$ cat src/rtl/keypad_scanner.sv
// Scanned, debounced 4x3 membrane keypad: one-hot row drive, column sampling, one strobe per press.
// Define KEYPAD_REPEAT_EN to re-strobe key_valid every REPEAT_TICKS ticks while a key stays held.
module keypad_scanner #(
    parameter int SCAN_DIV     = 208_333,
    parameter int DEBOUNCE_N   = 4,
    parameter int REPEAT_TICKS = 240
) (
    input  logic       clk,
    input  logic       rst_n,
    input  logic [0:2] pad,
    output logic [3:0] row,
    output logic [3:0] key_code,
    output logic       key_valid,
    output logic       key_held
);
    localparam int DW = (SCAN_DIV > 2) ? $clog2(SCAN_DIV) : 1;
    localparam int CW = $clog2(DEBOUNCE_N + 1);
    localparam logic [1:0] S_SCAN = 2'd0, S_DEB = 2'd1, S_HELD = 2'd2, S_REL = 2'd3;
    localparam logic [3:0] IDLE_CODE = 4'd12;

    logic [2:0]    sync_q, col_q;
    logic [DW-1:0] div_q;
    logic [1:0]    state_q, state_d;
    logic [3:0]    row_q, row_d, code_q, code_d;
    logic [2:0]    lcol_q, lcol_d;
    logic [CW-1:0] cnt_q, cnt_d, cnt_inc;
    logic          valid_q, valid_d, held_q, held_d;
    logic          tick, col_ok, acc, rel;
    logic [1:0]    ridx, cidx;
    logic [3:0]    code_calc, row_rot;
`ifdef KEYPAD_REPEAT_EN
    localparam int RW = $clog2(REPEAT_TICKS + 1);
    logic [RW-1:0] rep_q, rep_d, rep_inc;
`endif

    assign tick    = (div_q == DW'(SCAN_DIV - 1));
    assign col_ok  = (col_q != 3'b000) && ((col_q & (col_q - 3'b001)) == 3'b000);
    assign cnt_inc = cnt_q + CW'(1);
    assign row_rot = {row_q[2:0], row_q[3]};

    always_comb begin
        ridx = 2'd0;
        case (row_q)
            4'b0010: ridx = 2'd1;
            4'b0100: ridx = 2'd2;
            4'b1000: ridx = 2'd3;
            default: ridx = 2'd0;
        endcase
        cidx = col_q[2] ? 2'd2 : (col_q[1] ? 2'd1 : 2'd0);
        if (ridx == 2'd3)
            code_calc = (cidx == 2'd0) ? 4'd10 : ((cidx == 2'd1) ? 4'd0 : 4'd11);
        else
            code_calc = {2'b00, ridx} * 4'd3 + {2'b00, cidx} + 4'd1;
    end

    always_comb begin
        state_d = state_q;
        row_d   = row_q;
        code_d  = code_q;
        lcol_d  = lcol_q;
        cnt_d   = cnt_q;
        held_d  = held_q;
        valid_d = 1'b0;
        acc     = 1'b0;
        rel     = 1'b0;
`ifdef KEYPAD_REPEAT_EN
        rep_d   = rep_q;
        rep_inc = rep_q + RW'(1);
`endif
        if (tick) begin
            case (state_q)
                S_SCAN: begin
                    if (col_ok) begin
                        lcol_d = col_q;
                        cnt_d  = CW'(1);
                        if (DEBOUNCE_N == 1) acc = 1'b1;
                        else state_d = S_DEB;
                    end else begin
                        row_d = row_rot;
                    end
                end
                S_DEB: begin
                    if (col_q == lcol_q) begin
                        cnt_d = cnt_inc;
                        if (cnt_inc == CW'(DEBOUNCE_N)) acc = 1'b1;
                    end else begin
                        state_d = S_SCAN;
                        row_d   = row_rot;
                    end
                end
                S_HELD: begin
                    // Any non-zero column keeps the original key; first key wins.
                    if (col_q == 3'b000) begin
                        cnt_d = CW'(1);
`ifdef KEYPAD_REPEAT_EN
                        rep_d = '0;
`endif
                        if (DEBOUNCE_N == 1) rel = 1'b1;
                        else state_d = S_REL;
                    end
`ifdef KEYPAD_REPEAT_EN
                    else if (rep_inc == RW'(REPEAT_TICKS)) begin
                        rep_d   = '0;
                        valid_d = 1'b1;
                    end else begin
                        rep_d = rep_inc;
                    end
`endif
                end
                default: begin
                    if (col_q == 3'b000) begin
                        cnt_d = cnt_inc;
                        if (cnt_inc == CW'(DEBOUNCE_N)) rel = 1'b1;
                    end else begin
                        state_d = S_HELD;
                    end
                end
            endcase
        end
        if (acc) begin
            code_d  = code_calc;
            valid_d = 1'b1;
            held_d  = 1'b1;
            state_d = S_HELD;
`ifdef KEYPAD_REPEAT_EN
            rep_d   = '0;
`endif
        end
        if (rel) begin
            code_d  = IDLE_CODE;
            held_d  = 1'b0;
            state_d = S_SCAN;
            row_d   = row_rot;
        end
    end

    always_ff @(posedge clk or negedge rst_n) begin
        if (!rst_n) begin
            sync_q  <= 3'b000;
            col_q   <= 3'b000;
            div_q   <= '0;
            state_q <= S_SCAN;
            row_q   <= 4'b0001;
            code_q  <= IDLE_CODE;
            lcol_q  <= 3'b000;
            cnt_q   <= '0;
            valid_q <= 1'b0;
            held_q  <= 1'b0;
`ifdef KEYPAD_REPEAT_EN
            rep_q   <= '0;
`endif
        end else begin
            sync_q  <= {pad[2], pad[1], pad[0]};
            col_q   <= sync_q;
            div_q   <= tick ? '0 : div_q + DW'(1);
            state_q <= state_d;
            row_q   <= row_d;
            code_q  <= code_d;
            lcol_q  <= lcol_d;
            cnt_q   <= cnt_d;
            valid_q <= valid_d;
            held_q  <= held_d;
`ifdef KEYPAD_REPEAT_EN
            rep_q   <= rep_d;
`endif
        end
    end

    assign row       = row_q;
    assign key_code  = code_q;
    assign key_valid = valid_q;
    assign key_held  = held_q;
endmodule
$ cat config.mk
export PLATFORM = sky130hd
export DESIGN_NAME = keypad_scanner
export DESIGN_NICKNAME = d
export VERILOG_FILES = /design/src/rtl/keypad_scanner.sv
export SDC_FILE = /design/constraint.sdc
export NUM_CORES = 1
export LEC_CHECK = 0
export ABC_AREA = 1
export BUFFER_PORTS_ARGS = -buffer_cell sky130_fd_sc_hd__buf_2
export CAP_MARGIN = 20
export CORE_UTILIZATION = 25
export DETAILED_ROUTE_END_ITERATION = 8
export GPL_TIMING_DRIVEN = 0
export PLACE_DENSITY = 0.44
export SLEW_MARGIN = 20
export SYNTH_ARGS = -nofsm -noshare
export SYNTH_HDL_FRONTEND = slang
export SYNTH_SLANG_ARGS = --single-unit
$ cat constraint.sdc
create_clock -name clk -period 2.73 [get_ports clk]
set_input_delay 0.4095 -clock clk [delete_from_list [all_inputs] [get_ports clk]]
set_output_delay 0.4095 -clock clk [all_outputs]
set_load 0.01 [all_outputs]
# After elaboration in Yosys (flattened, before gate mapping)
# Cells that the tools add are included.
word_totals:
  ff_bits: 42
  latch_bits: 0
  ram_bits: 0
  rom_bits: 0
  input_bits: 5
  output_inout_bits: 10
  word_cells: 89
  memories: 0
classes:
  n_addsub: 5
  multipliers: 1
  div: 0
  magnitude_cmp: 0
  eq_ne: 19
  shift: 0
  muxes: 37
  bitwise: 1
  n_reduce_logical: 16
ops:
  columns: ["operator", "n"]
  rows:
  - ["4-bit 2-to-1 mux", 9]
  - ["18-bit by 1-bit adder with 18-bit output, second input constant", 1]
  - ["18-bit equality test, second input constant", 1]
  - ["18-bit 2-to-1 mux", 1]
  - ["2-bit 2-to-1 mux", 8]
  - ["3-bit 2-to-1 mux", 4]
  - ["4-bit inequality test, second input constant", 3]
  - ["2-bit case mux with 3 select lines", 2]
  - ["3-bit nonzero test", 4]
  - ["1-bit 2-to-1 mux", 11]
  - ["5-bit AND reduction", 2]
  - ["3-bit case mux with 3 select lines", 1]
  - ["4-bit case mux with 2 select lines", 1]
  - ["3-bit zero test", 2]
  - ["2-bit inequality test, second input constant", 3]
  - ["3-bit inequality test, second input constant", 2]
  - ["6-bit by 3-bit inequality test with 1-bit output, second input constant", 1]
  - ["4-bit by 1-bit adder with 4-bit output, second input constant", 1]
  - ["4-bit by 2-bit adder with 4-bit output", 1]
  - ["2-bit by 1-bit equality test with 1-bit output, second input constant", 2]
  - ["2-bit equality test, second input constant", 2]
  - ["4-bit by 2-bit equality test with 1-bit output, second input constant", 1]
  - ["4-bit by 3-bit equality test with 1-bit output, second input constant", 1]
  - ["4-bit equality test, second input constant", 1]
  - ["12 further kinds", 14]

# Depth between registers and ports, before layout
depth:
  word_depth: 9
  ltp_mapped: 13
  mapped_depth_nobuf: 13

# Worst setup path before layout
# No wires, ideal clock.
synth_path:
  path_type: "register to register"
  start: "reg row_q[2], in the netlist row[2]"
  end: "reg code_q[2], in the netlist key_code[2]"
  setup_time_ps: 58
  t_arrival_ps: 2178
  t_required_ps: 2672
  path_slack_ps: 494
  path_stages_with_launch: 13
  path_buffers: 0
  synth_period_minus_slack_ps: 2236
  cell_sequence: "dfrtp_1 > nor2_1 > o21ai_0 > a21oi_1 > inv_1 > fa_1 > inv_1 > fa_1 > a21oi_1 > o21ai_0 > nand2_1 > o21ai_1 > inv_1"
synth_between:
  elab_chain_len: 8
  word_cells_on_any_way: 11
  classes_between: "2 x add/sub; 1 x mul; 4 x eq/ne; 4 x mux"
synth_rtl:
  columns: ["item", "line_no", "text"]
  rows:
  - ["start: declaration", "24", "logic [3:0] row_q, row_d, code_q, code_d;"]
  - ["start signal: assignment", "157", "row_q <= row_d;"]
  - ["4-bit equality test (tied with other cells)", "43", "case (row_q)"]
  - ["2-bit case mux with 3 select lines *", "43", null]
  - ["2-bit by 2-bit multiplier with 4-bit output", "53", "code_calc = {2'b00, ridx} * 4'd3 + {2'b00, cidx} + 4'd1;"]
  - ["4-bit by 2-bit adder with 4-bit output", "53", null]
  - ["4-bit by 1-bit adder with 4-bit output", "53", null]
  - ["4-bit 2-to-1 mux *", "50", "if (ridx == 2'd3)"]
  - ["4-bit 2-to-1 mux *", "120", "if (acc) begin"]
  - ["4-bit 2-to-1 mux *", "129", "if (rel) begin"]
  - ["end signal: assignment", "158", "code_q <= code_d;"]
  - ["end: declaration", "24", null]
# Every way passes the cells marked *; elsewhere a longest branch is shown, timed or not. The select of a mux whose other input is x is not followed.
# A chain may end at the register's enable or synchronous reset.

# Worst setup path after layout
# Same ends and word-level chain as after synthesis.

==> results.json <==
{
  "run_status": "finished clean",
  "vdd.ir_drop.worst_mv": 0.274,
  "final_antenna_net_count": 0,
  "cp_data_required_time_ps": 2980,
  "global_route_wire_length_before_repair_mm": 8.76,
  "place.port_buffers": 14,
  "slew_headroom": 0.358,
  "dieArea_um2": 10200,
  "worst-setup-path-type": "flip-flop to flip-flop",
  "floorplan.rows": 35,
  "skew_ps": 11.2,
  "clk-insertion-delay-late_ps": 300,
  "chipHeight_um": 101,
  "syn_nets": 328,
  "post_cts_hold_buffer_count": 0,
  "final.setup.worst_slack_ps": 319,
  "routed_vias_inst": 4.06,
  "grt_setup_unrepaired": "false",
  "final_layout_size_suffix_gt1_frac": 0.168,
  "intPower_uw": 928,
  "tritoncts": "done",
  "total_power_mw": 1.18,
  "ys_seq_elements": 42,
  "gate_power_share": 0.031,
  "fmax_mhz": 415,
  "path_clk_slew_ps": 80,
  "tritoncts_num_sinks": 42,
  "count_of_cell_types_in_the_netlist": 28,
  "period_needed_ps": 2410,
  "postSynth.topFlopCell": "sky130_fd_sc_hd__dfrtp_1",
  "top_level_port_count": 15,
  "global_route.overflow_total": 0,
  "clockBufferDepth": 2,
  "maxCapViolCount": 0,
  "pwr_density_cell_nw_per_um2": 422,
  "setup_total_negative_slack_ps": 0,
  "post-route-drc-count": 0,
  "power_frac_clock": 0.434,
  "sequential_share_of_power": 0.535,
  "timing.critical_path.fanout_max": 6,
  "post_cts.resized_instances": 0,
  "start_util": 0.261,
  "grt_pass1_vias": 1821,
  "slew_at_the_pin_closest_to_its_max_slew_limit_ps": 963,
  "p_sw_uw": 250,
  "synthesis.yosys.warnings": 0,
  "netlist_instances": 313,
  "ctsRootBufferMaster": "sky130_fd_sc_hd__clkbuf_8",
  "post_drt_wl_per_cell_um": 10.8,
  "critPathCaptureType": "flip-flop",
  "detail_route.first_pass.iterations": 4,
  "finalHoldViolations": 0,
  "routed_wirelength_mm": 4.98,
  "drt_iter0_drc": 86,
  "hp-class": "input port to flip-flop",
  "syn-mean-instance-area_um2": 7.82,
  "timing.final.setup_violations": 0,
  "num_vias": 1880,
  "die_w_um": 101,
  "synthesis.area_um2": 2450,
  "grt_util_all_layers": 0.111,
  "place_hpwl_mm": 3.81,
  "synth-seq-area-share": 0.431,
  "p_leak_nw": 1.45,
  "final-max-slew-violation-count": 0,
  "antenna_diode_count": 0,
  "share_of_the_core_filled_with_cells": 0.298,
  "startpoint_type": "flip-flop",
  "coreArea_um2": 9370,
  "grt_antenna_before_repair": 0,
  "total_clock_buffers_created_by_cts": 5,
  "areaGrowthSynthToFinish_pct": 14.1,
  "worst-endpoint-arrival_ps": 2660,
  "synth-async-reset-ratio": 1.00,
  "cts_setup_buffers": 0,
  "final_net_count": 349,
  "post-route-period-util": 0.883,
  "number_of_enable_type_register_cells_in_the_synthesized_netlist": 0,
  "swShare": 0.212,
  "h-tree-depth": 2,
  "grt_start_max_net_pins": 43,
  "place_congestion": 0.810,
  "dp_worst_setup_slack_ps": 318
}
[area by class of cell]
type | instances | area [µm²]
buffer | 1 | 7.51
fill | 1040 | 6580
timing repair buffer | 14 | 70.1
multi-input combinational | 213 | 1160
inverter | 57 | 224
clock inverter | 1 | 30.0
sequential | 42 | 1050
tap | 129 | 161
clock buffer | 6 | 82.6
[state kept, by name, indices dropped and copies added (netlist names)]
name / cells
state_q: 2
col_q: 3
sync_q: 3
key_code: 4
lcol_q: 3
key_valid: 1
cnt_q: 3
div_q: 18
row: 4
key_held: 1
[cell usage in the layout, fill, tap and decap left out, types with 3 or more instances in the layout]
cell type and count:
sky130_fd_sc_hd__nand2_1 71, sky130_fd_sc_hd__inv_1 47, sky130_fd_sc_hd__dfrtp_1 39, sky130_fd_sc_hd__a21oi_1 6, sky130_fd_sc_hd__ha_1 8, sky130_fd_sc_hd__nor3_1 6, sky130_fd_sc_hd__nor2_1 36, sky130_fd_sc_hd__xor2_1 8
sky130_fd_sc_hd__nand4_1 8, sky130_fd_sc_hd__dfstp_2 3, sky130_fd_sc_hd__o21ai_1 11, sky130_fd_sc_hd__nand3_1 21, sky130_fd_sc_hd__nor2_4 3, sky130_fd_sc_hd__buf_2 14, sky130_fd_sc_hd__nand2_2 4, sky130_fd_sc_hd__nor2_2 6
sky130_fd_sc_hd__inv_2 8, sky130_fd_sc_hd__clkbuf_8 6, sky130_fd_sc_hd__o21ai_0 10, sky130_fd_sc_hd__xnor2_1 3, sky130_fd_sc_hd__nand2_4 3
[stage by stage]
stage	instance area, µm²	hold slack, ps	std cells
global route	2790	201	463
detailed placement	2680	335	456
global placement	2680	335	456
CTS	2790	201	463
floorplan	2450	114	313
finish	2790	214	463
[final timing paths]
| check | to | start | depth (start not counted) | slack, ps |
|---|---|---|---|---|
| worst min-delay path | sync_q[2] | pad[2] | 1 | 210 |
| max in group asynchronous | row[1] | rst_n | 1 | 1870 |
| worst max-delay path | key_code[2] | row[2] | 12 | 320 |
| min in group asynchronous | div_q[16] | rst_n | 1 | 260 |
| worst min register to register | col_q[1] | sync_q[1] | 0 | 350 |
| worst max register to register | key_code[2] | row[2] | 12 | 320 |
[kinds of logic (layout without fill, tap and decap cells)]
family                   count (synthesis)  in the layout  synth area share
adder cells (fa/ha/maj)                 10             10            0.0572
AO/OA/AOI/OAI                           28             28            0.0583
buffers and inverters                   58             79            0.0945
XOR/XNOR                                11             11            0.0393
flip-flops                              42             42             0.431
AND/OR/NAND/NOR                        164            164             0.320
[synth_stat cells (4+ instances only)]
cell type                 instances  area share
sky130_fd_sc_hd__a21oi_1          6       0.012
sky130_fd_sc_hd__dfrtp_1         39        0.40
sky130_fd_sc_hd__ha_1             8       0.041
sky130_fd_sc_hd__inv_1           47       0.072
sky130_fd_sc_hd__inv_2            8       0.012
sky130_fd_sc_hd__nand2_1         71        0.11
sky130_fd_sc_hd__nand2_2          4       0.010
sky130_fd_sc_hd__nand3_1         21       0.043
sky130_fd_sc_hd__nand4_1          8       0.020
sky130_fd_sc_hd__nor2_1          36       0.055
sky130_fd_sc_hd__nor2_2           6       0.015
sky130_fd_sc_hd__nor3_1           6       0.012
sky130_fd_sc_hd__o21ai_0         10       0.020
sky130_fd_sc_hd__o21ai_1         11       0.022
sky130_fd_sc_hd__xor2_1           8       0.029
[per-layer routing]
metal / track usage / vias up / routed length (µm)
met1: 0.146 / 832 / 2420
met2: 0.181 / 27 / 2310
met3: 0.0250 / 5 / 183
met4: 0.0368 / 0 / 62
met5: 0 / - / 0
li1: - / 1016 / -
[power by group through the flow]
stage          clock, mW  combinational, mW  sequential, mW
6_report           0.511             0.0369           0.630
5_1_grt            0.551             0.0442           0.631
4_1_cts            0.538             0.0395           0.630
3_5_place_dp           0             0.0394           0.642
3_3_place_gp           0             0.0388           0.642
2_1_floorplan          0             0.0186           0.641
[critical path: stages, from the launching register on]
cell and delay [ps]:
sky130_fd_sc_hd__dfrtp_1 440, sky130_fd_sc_hd__nor2_1 100, sky130_fd_sc_hd__o21ai_0 80, sky130_fd_sc_hd__a21oi_1 240
sky130_fd_sc_hd__inv_1 90, sky130_fd_sc_hd__fa_1 480, sky130_fd_sc_hd__inv_1 70, sky130_fd_sc_hd__fa_1 430
sky130_fd_sc_hd__a21oi_1 150, sky130_fd_sc_hd__o21ai_0 100, sky130_fd_sc_hd__nand2_1 70, sky130_fd_sc_hd__o21ai_1 50
sky130_fd_sc_hd__inv_1 50
No activity file was read; power rests on OpenSTA's default activity.
